`src/rtl/pwr_seq_pkg.sv`:
```
// Shared types for the power sequencer: domain FSM states, per-domain control bundle, helpers.
package pwr_seq_pkg;

  typedef enum logic [3:0] {
    ST_OFF,
    ST_SW_ON,
    ST_RST_REL,
    ST_RESTORE,
    ST_ISO_REL,
    ST_ON,
    ST_SAVE,
    ST_ISO_SET,
    ST_SW_OFF,
    ST_ERR
  } pwr_state_e;

  typedef struct packed {
    logic sw_en;
    logic iso_en;
    logic dom_rst_n;
    logic save;
    logic restore;
    logic dom_on;
    logic err;
  } dom_ctl_t;

  localparam dom_ctl_t CTL_RST = '{sw_en: 1'b0, iso_en: 1'b1, dom_rst_n: 1'b0, save: 1'b0,
                                   restore: 1'b0, dom_on: 1'b0, err: 1'b0};

  function automatic logic is_transitional(pwr_state_e s);
    return !(s inside {ST_OFF, ST_ON, ST_ERR});
  endfunction

  // Counter load so a timed state lasts exactly d cycles (0 behaves as 1).
  function automatic int unsigned dly_load(int unsigned d);
    return (d == 0) ? 0 : d - 1;
  endfunction

  // Level outputs implied by a state; retention pulses are added by the FSM on state entry.
  function automatic dom_ctl_t ctl_decode(pwr_state_e s);
    dom_ctl_t c;
    c           = CTL_RST;
    c.sw_en     = s inside {ST_SW_ON, ST_RST_REL, ST_RESTORE, ST_ISO_REL, ST_ON, ST_SAVE, ST_ISO_SET};
    c.iso_en    = !(s inside {ST_ON, ST_SAVE});
    c.dom_rst_n = s inside {ST_RESTORE, ST_ISO_REL, ST_ON, ST_SAVE, ST_ISO_SET};
    c.dom_on    = (s == ST_ON);
    c.err       = (s == ST_ERR);
    return c;
  endfunction

endpackage

```
`src/rtl/pwr_seq_ctrl_if.sv`:
```
// PMU-to-sequencer bundle: per-domain requests/acks in, switch/isolation/reset controls out.
interface pwr_seq_ctrl_if #(
  parameter int unsigned NUM_DOM = 2
);
  logic [NUM_DOM-1:0] pwr_req;
  logic [NUM_DOM-1:0] pwr_ack;
  logic [NUM_DOM-1:0] err_clr;
  logic [NUM_DOM-1:0] sw_en;
  logic [NUM_DOM-1:0] iso_en;
  logic [NUM_DOM-1:0] dom_rst_n;
  logic [NUM_DOM-1:0] save;
  logic [NUM_DOM-1:0] restore;
  logic [NUM_DOM-1:0] dom_on;
  logic [NUM_DOM-1:0] err;
  logic               busy;

  modport master (
    output pwr_req, pwr_ack, err_clr,
    input  sw_en, iso_en, dom_rst_n, save, restore, dom_on, err, busy
  );

  modport slave (
    input  pwr_req, pwr_ack, err_clr,
    output sw_en, iso_en, dom_rst_n, save, restore, dom_on, err, busy
  );
endinterface

```
`src/rtl/pwr_dom_fsm.sv`:
```
// One switchable domain: ack synchroniser, delay/timeout counter and the up/down sequence FSM.
module pwr_dom_fsm
  import pwr_seq_pkg::*;
#(
  parameter int unsigned CNT_W       = 8,
  parameter int unsigned ISO_DLY     = 4,
  parameter int unsigned RST_DLY     = 4,
  parameter int unsigned RET_DLY     = 2,
  parameter int unsigned ACK_TIMEOUT = 200
) (
  input  logic       clk,
  input  logic       rst_n,
  input  logic       pwr_req_i,
  input  logic       pwr_ack_i,
  input  logic       err_clr_i,
  input  logic       grant_i,
  output pwr_state_e state_o,
  output dom_ctl_t   ctl_o
);

  localparam logic [CNT_W-1:0] ISO_LD = CNT_W'(dly_load(ISO_DLY));
  localparam logic [CNT_W-1:0] RST_LD = CNT_W'(dly_load(RST_DLY));
  localparam logic [CNT_W-1:0] RET_LD = CNT_W'(dly_load(RET_DLY));
  localparam logic [CNT_W-1:0] ACK_LD = CNT_W'(ACK_TIMEOUT);

  pwr_state_e       state_q, state_d;
  logic [CNT_W-1:0] cnt_q, cnt_d;
  logic             ack_meta_q, ack_sync_q;
  dom_ctl_t         ctl_q, ctl_d;
  logic             cnt_zero_c;

  assign cnt_zero_c = (cnt_q == '0);

  always_ff @(posedge clk or negedge rst_n) begin
    if (!rst_n) begin
      state_q    <= ST_OFF;
      cnt_q      <= '0;
      ack_meta_q <= 1'b0;
      ack_sync_q <= 1'b0;
      ctl_q      <= CTL_RST;
    end else begin
      state_q    <= state_d;
      cnt_q      <= cnt_d;
      ack_meta_q <= pwr_ack_i;
      ack_sync_q <= ack_meta_q;
      ctl_q      <= ctl_d;
    end
  end

  // Timed states exit when the counter hits zero; ack waits exit on target level or time out.
  always_comb begin
    state_d = state_q;
    cnt_d   = cnt_q;
    unique case (state_q)
      ST_OFF: if (pwr_req_i && grant_i) begin
        state_d = ST_SW_ON;
        cnt_d   = ACK_LD;
      end
      ST_SW_ON: begin
        if (ack_sync_q) begin
          state_d = ST_RST_REL;
          cnt_d   = RST_LD;
        end else if (cnt_zero_c) state_d = ST_ERR;
        else cnt_d = cnt_q - CNT_W'(1);
      end
      ST_RST_REL: begin
        if (cnt_zero_c) begin
          state_d = ST_RESTORE;
          cnt_d   = RET_LD;
        end else cnt_d = cnt_q - CNT_W'(1);
      end
      ST_RESTORE: begin
        if (cnt_zero_c) begin
          state_d = ST_ISO_REL;
          cnt_d   = ISO_LD;
        end else cnt_d = cnt_q - CNT_W'(1);
      end
      ST_ISO_REL: begin
        if (cnt_zero_c) state_d = ST_ON;
        else cnt_d = cnt_q - CNT_W'(1);
      end
      ST_ON: if (!pwr_req_i && grant_i) begin
        state_d = ST_SAVE;
        cnt_d   = RET_LD;
      end
      ST_SAVE: begin
        if (cnt_zero_c) begin
          state_d = ST_ISO_SET;
          cnt_d   = ISO_LD;
        end else cnt_d = cnt_q - CNT_W'(1);
      end
      ST_ISO_SET: begin
        if (cnt_zero_c) begin
          state_d = ST_SW_OFF;
          cnt_d   = ACK_LD;
        end else cnt_d = cnt_q - CNT_W'(1);
      end
      ST_SW_OFF: begin
        if (!ack_sync_q) state_d = ST_OFF;
        else if (cnt_zero_c) state_d = ST_ERR;
        else cnt_d = cnt_q - CNT_W'(1);
      end
      ST_ERR: if (err_clr_i) state_d = ST_OFF;
      default: state_d = ST_OFF;
    endcase

    ctl_d         = ctl_decode(state_d);
    ctl_d.save    = (state_d == ST_SAVE) && (state_q != ST_SAVE);
    ctl_d.restore = (state_d == ST_RESTORE) && (state_q != ST_RESTORE);
  end

  assign state_o = state_q;
  assign ctl_o   = ctl_q;

endmodule

```
`src/rtl/pwr_seq_ctrl.sv`:
```
// Multi-domain power sequencer: per-domain FSMs plus lowest-index-first serialising grant.
module pwr_seq_ctrl
  import pwr_seq_pkg::*;
#(
  parameter int unsigned NUM_DOM     = 2,
  parameter int unsigned CNT_W       = 8,
  parameter int unsigned ISO_DLY     = 4,
  parameter int unsigned RST_DLY     = 4,
  parameter int unsigned RET_DLY     = 2,
  parameter int unsigned ACK_TIMEOUT = 200,
  parameter int unsigned SERIAL      = 1
) (
  input logic           clk,
  input logic           rst_n,
  pwr_seq_ctrl_if.slave bus
);

  pwr_state_e         state [NUM_DOM];
  dom_ctl_t           ctl   [NUM_DOM];
  logic [NUM_DOM-1:0] trans_c, pend_c, grant_c;
  logic [NUM_DOM-1:0] sw_en_c, iso_en_c, dom_rst_n_c, save_c, restore_c, dom_on_c, err_c;

  for (genvar g = 0; g < NUM_DOM; g++) begin : g_dom
    pwr_dom_fsm #(
      .CNT_W      (CNT_W),
      .ISO_DLY    (ISO_DLY),
      .RST_DLY    (RST_DLY),
      .RET_DLY    (RET_DLY),
      .ACK_TIMEOUT(ACK_TIMEOUT)
    ) u_fsm (
      .clk      (clk),
      .rst_n    (rst_n),
      .pwr_req_i(bus.pwr_req[g]),
      .pwr_ack_i(bus.pwr_ack[g]),
      .err_clr_i(bus.err_clr[g]),
      .grant_i  (grant_c[g]),
      .state_o  (state[g]),
      .ctl_o    (ctl[g])
    );

    assign trans_c[g] = is_transitional(state[g]);
    assign pend_c[g]  = ((state[g] == ST_OFF) && bus.pwr_req[g]) ||
                        ((state[g] == ST_ON)  && !bus.pwr_req[g]);
  end

  // Grant only while nothing is in flight; pend & -pend isolates the lowest pending domain.
  always_comb begin
    grant_c = '0;
    if (SERIAL == 0) grant_c = '1;
    else if (trans_c == '0) grant_c = pend_c & (~pend_c + NUM_DOM'(1));
  end

  always_comb begin
    sw_en_c     = '0;
    iso_en_c    = '0;
    dom_rst_n_c = '0;
    save_c      = '0;
    restore_c   = '0;
    dom_on_c    = '0;
    err_c       = '0;
    for (int i = 0; i < NUM_DOM; i++) begin
      sw_en_c[i]     = ctl[i].sw_en;
      iso_en_c[i]    = ctl[i].iso_en;
      dom_rst_n_c[i] = ctl[i].dom_rst_n;
      save_c[i]      = ctl[i].save;
      restore_c[i]   = ctl[i].restore;
      dom_on_c[i]    = ctl[i].dom_on;
      err_c[i]       = ctl[i].err;
    end
  end

  assign bus.sw_en     = sw_en_c;
  assign bus.iso_en    = iso_en_c;
  assign bus.dom_rst_n = dom_rst_n_c;
  assign bus.save      = save_c;
  assign bus.restore   = restore_c;
  assign bus.dom_on    = dom_on_c;
  assign bus.err       = err_c;
  assign bus.busy      = |trans_c;

endmodule

```
`src/flat_wrapper.sv`:
```
// flat-port wrapper written by rule: the top's interface ports become plain ports
module pwr_seq_ctrl_flat import pwr_seq_pkg::*;
#(
  parameter int unsigned NUM_DOM     = 2,
  parameter int unsigned CNT_W       = 8,
  parameter int unsigned ISO_DLY     = 4,
  parameter int unsigned RST_DLY     = 4,
  parameter int unsigned RET_DLY     = 2,
  parameter int unsigned ACK_TIMEOUT = 200,
  parameter int unsigned SERIAL      = 1
)
  (clk, rst_n, bus_pwr_req, bus_pwr_ack, bus_err_clr, bus_sw_en, bus_iso_en, bus_dom_rst_n, bus_save, bus_restore, bus_dom_on, bus_err, bus_busy);
  pwr_seq_ctrl_if #(.NUM_DOM(NUM_DOM)) bus_i ();
  input logic clk;
  input logic rst_n;
  input wire logic [$bits(bus_i.pwr_req)-1:0] bus_pwr_req;
  input wire logic [$bits(bus_i.pwr_ack)-1:0] bus_pwr_ack;
  input wire logic [$bits(bus_i.err_clr)-1:0] bus_err_clr;
  output wire logic [$bits(bus_i.sw_en)-1:0] bus_sw_en;
  output wire logic [$bits(bus_i.iso_en)-1:0] bus_iso_en;
  output wire logic [$bits(bus_i.dom_rst_n)-1:0] bus_dom_rst_n;
  output wire logic [$bits(bus_i.save)-1:0] bus_save;
  output wire logic [$bits(bus_i.restore)-1:0] bus_restore;
  output wire logic [$bits(bus_i.dom_on)-1:0] bus_dom_on;
  output wire logic [$bits(bus_i.err)-1:0] bus_err;
  output wire logic [$bits(bus_i.busy)-1:0] bus_busy;
  assign bus_i.pwr_req = bus_pwr_req;
  assign bus_i.pwr_ack = bus_pwr_ack;
  assign bus_i.err_clr = bus_err_clr;
  assign bus_sw_en = bus_i.sw_en;
  assign bus_iso_en = bus_i.iso_en;
  assign bus_dom_rst_n = bus_i.dom_rst_n;
  assign bus_save = bus_i.save;
  assign bus_restore = bus_i.restore;
  assign bus_dom_on = bus_i.dom_on;
  assign bus_err = bus_i.err;
  assign bus_busy = bus_i.busy;
  pwr_seq_ctrl #(.NUM_DOM(NUM_DOM), .CNT_W(CNT_W), .ISO_DLY(ISO_DLY), .RST_DLY(RST_DLY), .RET_DLY(RET_DLY), .ACK_TIMEOUT(ACK_TIMEOUT), .SERIAL(SERIAL)) u_core (.clk(clk), .rst_n(rst_n), .bus(bus_i));
endmodule
```
`config.mk`:
```
export PLATFORM = sky130hd
export DESIGN_NAME = pwr_seq_ctrl_flat
export DESIGN_NICKNAME = d
export VERILOG_FILES = /design/src/rtl/pwr_seq_pkg.sv /design/src/rtl/pwr_seq_ctrl_if.sv /design/src/rtl/pwr_dom_fsm.sv /design/src/rtl/pwr_seq_ctrl.sv /design/src/flat_wrapper.sv
export SDC_FILE = /design/constraint.sdc
export NUM_CORES = 1
export LEC_CHECK = 0
export ABC_CLOCK_PERIOD_IN_PS = 2350
export CORE_MARGIN = 2
export CORE_UTILIZATION = 53
export CTS_CLUSTER_SIZE = 28
export DETAILED_ROUTE_END_ITERATION = 10
export GPL_TIMING_DRIVEN = 0
export PLACE_DENSITY = 0.78
export SYNTH_ARGS = -nofsm -noshare
export SYNTH_HDL_FRONTEND = slang
export SYNTH_HIERARCHICAL = 1
export SYNTH_SLANG_ARGS = --single-unit
```
`constraint.sdc`:
```
create_clock -name clk -period 2.35 [get_ports clk]
set_clock_uncertainty 0.05 [all_clocks]
set_input_delay 0.47 -clock clk [delete_from_list [all_inputs] [get_ports clk]]
set_output_delay 0.47 -clock clk [all_outputs]
set_load 0.01 [all_outputs]
```
# --- Word level (Yosys, flattened, before mapping) ---
# Index checks and enable logic that the tools add are counted.
classes:
  reduce_logical: 40
  n_eq_ne: 44
  mux: 43
  n_addsub: 3
  n_mul: 0
  n_shift: 0
  n_bitwise: 2
  order_cmp: 0
  div: 0
ops:
  columns: ["op", "n"]
  rows:
  - ["two-way mux 8 bit", 16]
  - ["one-hot mux 8 bit (8 select lines)", 2]
  - ["two-way mux 4 bit", 22]
  - ["one-hot mux 4 bit (10 select lines)", 2]
  - ["equality test 4 x 3 -> 1 bit, second input constant", 16]
  - ["equality test 4 x 2 -> 1 bit, second input constant", 8]
  - ["equality test 4 bit, second input constant", 6]
  - ["equality test 4 x 1 -> 1 bit, second input constant", 4]
  - ["logical NOT 8 bit", 2]
  - ["nonzero test 8 bit", 2]
  - ["subtractor 8 x 1 -> 8 bit, second input constant", 2]
  - ["nonzero test 7 bit", 2]
  - ["logical AND 1 bit", 12]
  - ["inequality test 2 bit, second input constant", 6]
  - ["nonzero test 5 bit", 2]
  - ["logical NOT 4 bit", 2]
  - ["inequality test 4 x 2 -> 1 bit, second input constant", 2]
  - ["inequality test 4 x 3 -> 1 bit, second input constant", 2]
  - ["AND reduction 4 bit", 2]
  - ["logical NOT 1 bit", 6]
  - ["nonzero test 3 bit", 2]
  - ["OR reduction 2 bit", 3]
  - ["nonzero test 2 bit", 2]
  - ["adder 2 x 1 -> 2 bit, second input constant", 1]
  - ["other kinds (5)", 6]
word_totals:
  ramBits: 0
  rom_bits: 0
  elab_cells: 154
  register_bits: 42
  output_inout_bits: 15
  latch_bits: 0
  memories: 0
  input_bits: 8

# --- Depth between registers and ports, before layout ---
depth:
  depth_word: 13
  ltp_mapped: 11
  depth_no_buf: 11

# --- Hierarchy ---
# The synthesis kept the hierarchy.
by_module_without_submodules:
  columns: ["mod", "instances", "seq_area_each_um2", "area_per_inst_um2", "cells_per_inst"]
  rows:
  - ["pwr_dom_fsm", 2, 526.8, 1462.7, 159]
  - ["pwr_seq_ctrl", 1, 0.0, 126.4, 17]

# --- Worst setup path after synthesis ---
# No wires, ideal clock.
synth_path:
  kind: "register to register"
  from: "register u_core.g_dom[0].u_fsm.state_q[3]"
  to: "register u_core.g_dom[1].u_fsm.cnt_q[3]"
  path_stages_with_launch: 8
  setup_ns: 0.149
  path_slack_ns: -0.225
  t_required_ns: 2.151
  synth_period_minus_slack_ns: 2.575
  path_buffers: 0
  arrival_time_ns: 2.376
  cell_sequence: "dfrtp_1 -> o21ba_2 -> a2111o_1 -> nor4b_2 -> nand2b_1 -> a221oi_4 -> a21boi_1 -> a311oi_1"
synth_between:
  elab_chain_cells: 10
  elab_cells_between_ends: 18
  cone_classes: "add/sub (1); eq/ne (4); mux (1); bitwise (2); reduce/logical (10)"
synth_lines:
  columns: ["element", "line", "source"]
  rows:
  - ["start, declared", "pwr_dom_fsm.sv:26", "pwr_state_e state_q, state_d;"]
  - ["start signal, assigned", "pwr_dom_fsm.sv:42", "state_q <= state_d;"]
  - ["equality test 4 x 3 -> 1 bit or logical NOT 4 bit (tied branches)", "pwr_seq_pkg.sv:31, pwr_seq_ctrl.sv:43, pwr_seq_ctrl.sv:42", null]
  - ["logical AND 1 bit, on equally long branches", "pwr_seq_ctrl.sv:43, pwr_seq_ctrl.sv:42", null]
  - ["logical OR 1 bit", "pwr_seq_ctrl.sv:42", "assign pend_c[g] = ((state[g] == ST_OFF) && bus.pwr_req[g]) ||"]
  - ["NOT 2 bit", "pwr_seq_ctrl.sv:50", "else if (trans_c == '0) grant_c = pend_c & (~pend_c + NUM_DOM'(1));"]
  - ["adder 2 x 1 -> 2 bit", "pwr_seq_ctrl.sv:50", null]
  - ["AND 2 bit", "pwr_seq_ctrl.sv:50", null]
  - ["two-way mux 2 bit (*)", "pwr_seq_ctrl.sv:50", null]
  - ["via u_core.grant_c[1]", "pwr_seq_ctrl.sv:20", "logic [NUM_DOM-1:0] trans_c, pend_c, grant_c;"]
  - ["logical AND 1 bit, on equally long branches", "pwr_dom_fsm.sv:82, pwr_dom_fsm.sv:55", null]
  - ["inequality test 2 bit (no source line)", null, null]
  - ["AND reduction 4 bit (no source line) (*)", null, null]
  - ["end signal, assigned", "pwr_dom_fsm.sv:43", "cnt_q <= cnt_d;"]
  - ["end, declared", "pwr_dom_fsm.sv:27", "logic [CNT_W-1:0] cnt_q, cnt_d;"]
# The timed path passes the listed nets; every way through them passes the cells marked *.
# A chain may end at the register's enable or synchronous reset.

# --- Worst setup path after layout ---
layout_path:
  from: "register u_core.g_dom[0].u_fsm.state_q[3]"
  to: "register u_core.g_dom[1].u_fsm.cnt_q[2]"
# Same word-level chain as after synthesis.

==> run metrics <==
Crit. End Element=register; cell with the largest stage delay on the worst path=a2111o_1; wire length per cell=16.80 µm; sequential cell area fraction in the yosys report=0.3452; global-route wire length before repair=12,450 µm; clock-pin slew on the worst setup and hold paths=0.08 ns; Setup TNS Final=-2.035 ns; largest fanout on the critical path=8; I/O pin count=23; Initial Utilization=0.5508; GRT Max-Usage Layer=met2; sequential fraction of design power=0.241; count of warnings emitted by yosys=6; number of pins exceeding their max-slew limit in the final report=0; standard cell core area=5540 µm²; DP HPWL=5124 µm; average size of a mapped cell=9.109 µm²; Congestion Overflow GR=0; detailed-route via count=2,839; reg-to-reg slack, setup=-0.16 ns; Leak=1.624 nW; Crit path max-delay family=compound AO/OA/AOI/OAI gates; CP Cell Sequence=xnor2_1, a2111o_1, nor4b_4, buf_4, nand2b_4, a221oi_4, buf_12, nand2_8, nor4b_4, a21o_1; met1 GRT Util=0.3388; Via-to-Cell Ratio=6.212; Hold WC Path Type=input pin to asynchronous set/reset pin; antenna violations before repair=0; Routability Congestion=0.9171; area growth from synthesis to final layout=26.57%; grt met2 use=0.4050; total number of nets in the final design=398; logic gate share of total power=0.665; hold-fix buffer count after cts=0; Cell Area, Synth=3052 µm²; Total GRT Usage=0.2495; number of cells in the design after placement=430; final hold vios=0; root cell of the clock tree=clkbuf_8; aggregate routed wire length=7676 µm; internal cell power=2.876 mW; result of the run=finished, violations left; Slew Limit Headroom=0.6525; critical path type=register to register; failing checks=negative setup slack; die span in x=79.88 µm; Tcrit/Tclk final=1.070; Levels on crit path=10; minimum setup slack in the final design=-0.1647 ns; Worst-Skew Late Latency=0.31 ns; time the worst path needs with I/O delays and setup=2.515 ns; synth unique cells=62; ratio of total power to cell area=1345 nW/µm²; number of antenna cells inserted=0; f_max=397.7 MHz; Net Sw Frac=0.4463; count of buffers from port buffering=22; number of cells produced by synthesis=335; Row Count=27; required time of the worst setup path=2.55 ns; total DRC errors in the routed layout=0; Slew @ Worst Pin=0.5212 ns; WP buf/inv=2; top_reg_cell synth=dfrtp_1; Die H=79.88 µm; depth of the worst register-to-register path=10; via count of the first global-routing pass=2,559; H-tree depth reported by CTS=2; async set or reset register ratio after synthesis=1.000; number of buffers inserted during clock tree synthesis=5; number of violations reported at the end of detailed-routing iteration 0=219; Setup crit start kind=register; data arrival time at the worst-slack endpoint=2.71 ns; met3 Use GR=0.03394; total of max-cap violations=0; Power Total=5.194 mW; maximum number of pins on one net before global-route repair=23; Clock Sinks=42; die footprint=6381 µm²; largest voltage drop on the vdd net=0.6805 mV; TritonCTS clock tree=done; Clk network pwr share=0.095; number of nets with antenna violations after detailed routing=0; Non-Filler Instances=457; clk buf depth=2; EDFF count, synth=0; library cell appearing most often on the critical path=nor4b_4; Max stage delay on crit path=0.47 ns; Mapped Nets=349; setup repair after global routing missed its margin=yes; layout cell share with drive strength beyond 1=0.3065; number of iterations in the first detailed-routing pass=5; sw power=2.318 mW; number of endpoints failing setup at the final stage=24; number of synthesized register bits=42
## sequential cells by signal, summed over array words and instances, names as in the netlist
| name | count |
|---|---|
| u_core/g_dom.u_fsm/ack_sync_q | 2 |
| u_core/g_dom.u_fsm/ack_meta_q | 2 |
| u_core/g_dom.u_fsm/ctl_o | 14 |
| u_core/g_dom.u_fsm/state_o | 8 |
| u_core/g_dom.u_fsm/cnt_q | 16 |
## logic make-up after synthesis
kind of cell	share of synthesized area
XOR/XNOR	0.01722
buffers and inverters	0.06724
AO/OA/AOI/OAI	0.2686
flip-flops	0.3452
AND/OR/NAND/NOR	0.2558
multiplexers	0.02132
adder cells (fa/ha/maj)	0.02460
## cells in the mapped netlist, types with 5 or more instances
cell type  count  area share
nand2_1       24       0.030
dfrtp_1       40        0.33
a31oi_1        6       0.012
nor4b_1        6       0.017
a21oi_1       21       0.034
inv_1         18       0.022
buf_2         16       0.026
o21ai_0       26       0.043
a211oi_1       6       0.015
nor2b_1        8       0.016
nand2b_1      14       0.029
xor2_1         5       0.014
nor3_1        18       0.030
ha_1           6       0.025
nor2_1        16       0.020
## per-layer routing
metal	routed length, µm	part of all wire	up-vias
met3	338	0.044	20
met2	3767	0.49	99
met4	208	0.027	0
li1	-	-	1342
met5	0	0	-
met1	3361	0.44	1378
## power by group through the flow
stage | registers, mW | clock network (mW) | logic, mW
2_1_floorplan | 1.20 | 0 | 2.09
3_3_place_gp | 1.22 | 0 | 2.62
3_5_place_dp | 1.23 | 0 | 2.69
4_1_cts | 1.23 | 0.504 | 3.06
5_1_grt | 1.29 | 0.537 | 3.76
6_report | 1.25 | 0.492 | 3.45
## cells in the final DEF (no fill, tap or decap), types with 8 or more instances in the layout
| cell | Yosys | layout |
|---|---|---|
| buf_4 | 2 | 17 |
| nand2b_1 | 14 | 12 |
| o21ai_0 | 26 | 19 |
| buf_2 | 16 | 18 |
| clkdlybuf4s50_1 | 0 | 18 |
| nor3_1 | 18 | 17 |
| inv_1 | 18 | 17 |
| nor2_1 | 16 | 16 |
| nor2b_1 | 8 | 8 |
| a21oi_1 | 21 | 15 |
| nand2_1 | 24 | 23 |
| dfrtp_1 | 40 | 39 |
## what timing repair did
action / 4_1_cts / 5_1_grt
resized for setup: 24 / 26
pin swaps: 18 / 14
setup endpoints to repair: 26 / 27
buffers inserted: 12 / 7
gates cloned: 0 / 0
## final timing paths
path,start,end
min,rst_n,u_core/g_dom[1].u_fsm/ctl_o[3]
max,u_core/g_dom[0].u_fsm/state_o[3],u_core/g_dom[1].u_fsm/cnt_q[2]
min reg2reg,u_core/g_dom[0].u_fsm/ack_meta_q,u_core/g_dom[0].u_fsm/ack_sync_q
max reg2reg,u_core/g_dom[0].u_fsm/state_o[3],u_core/g_dom[1].u_fsm/cnt_q[2]
min in group clk,u_core/g_dom[0].u_fsm/ack_meta_q,u_core/g_dom[0].u_fsm/ack_sync_q
max in group asynchronous,rst_n,u_core/g_dom[0].u_fsm/state_o[3]
## layout make-up
class                      count  area (µm²)
timing repair buffer          42       414.1
sequential                    42        1055
fill                         392        1678
buffer                        22       125.1
clock inverter                 1       5.005
clock buffer                   7       86.33
inverter                      20       80.08
multi-input combinational    251        2007
tap                           72       90.09
## metrics by stage
stage	hold slack [ns]	util	setup slack [ns]	instance area, µm²
after floorplan	0.1244	-	-0.06121	3073
after global placement	0.2814	0.6107	-0.8351	3383
after CTS	0.09139	0.6660	-0.1462	3690
after detailed placement	0.2870	0.6147	-0.9342	3406
final	0.08157	0.6972	-0.1647	3862
after global routing	0.1175	0.6972	-0.2675	3862
No activity file was read; power rests on OpenSTA's default activity.
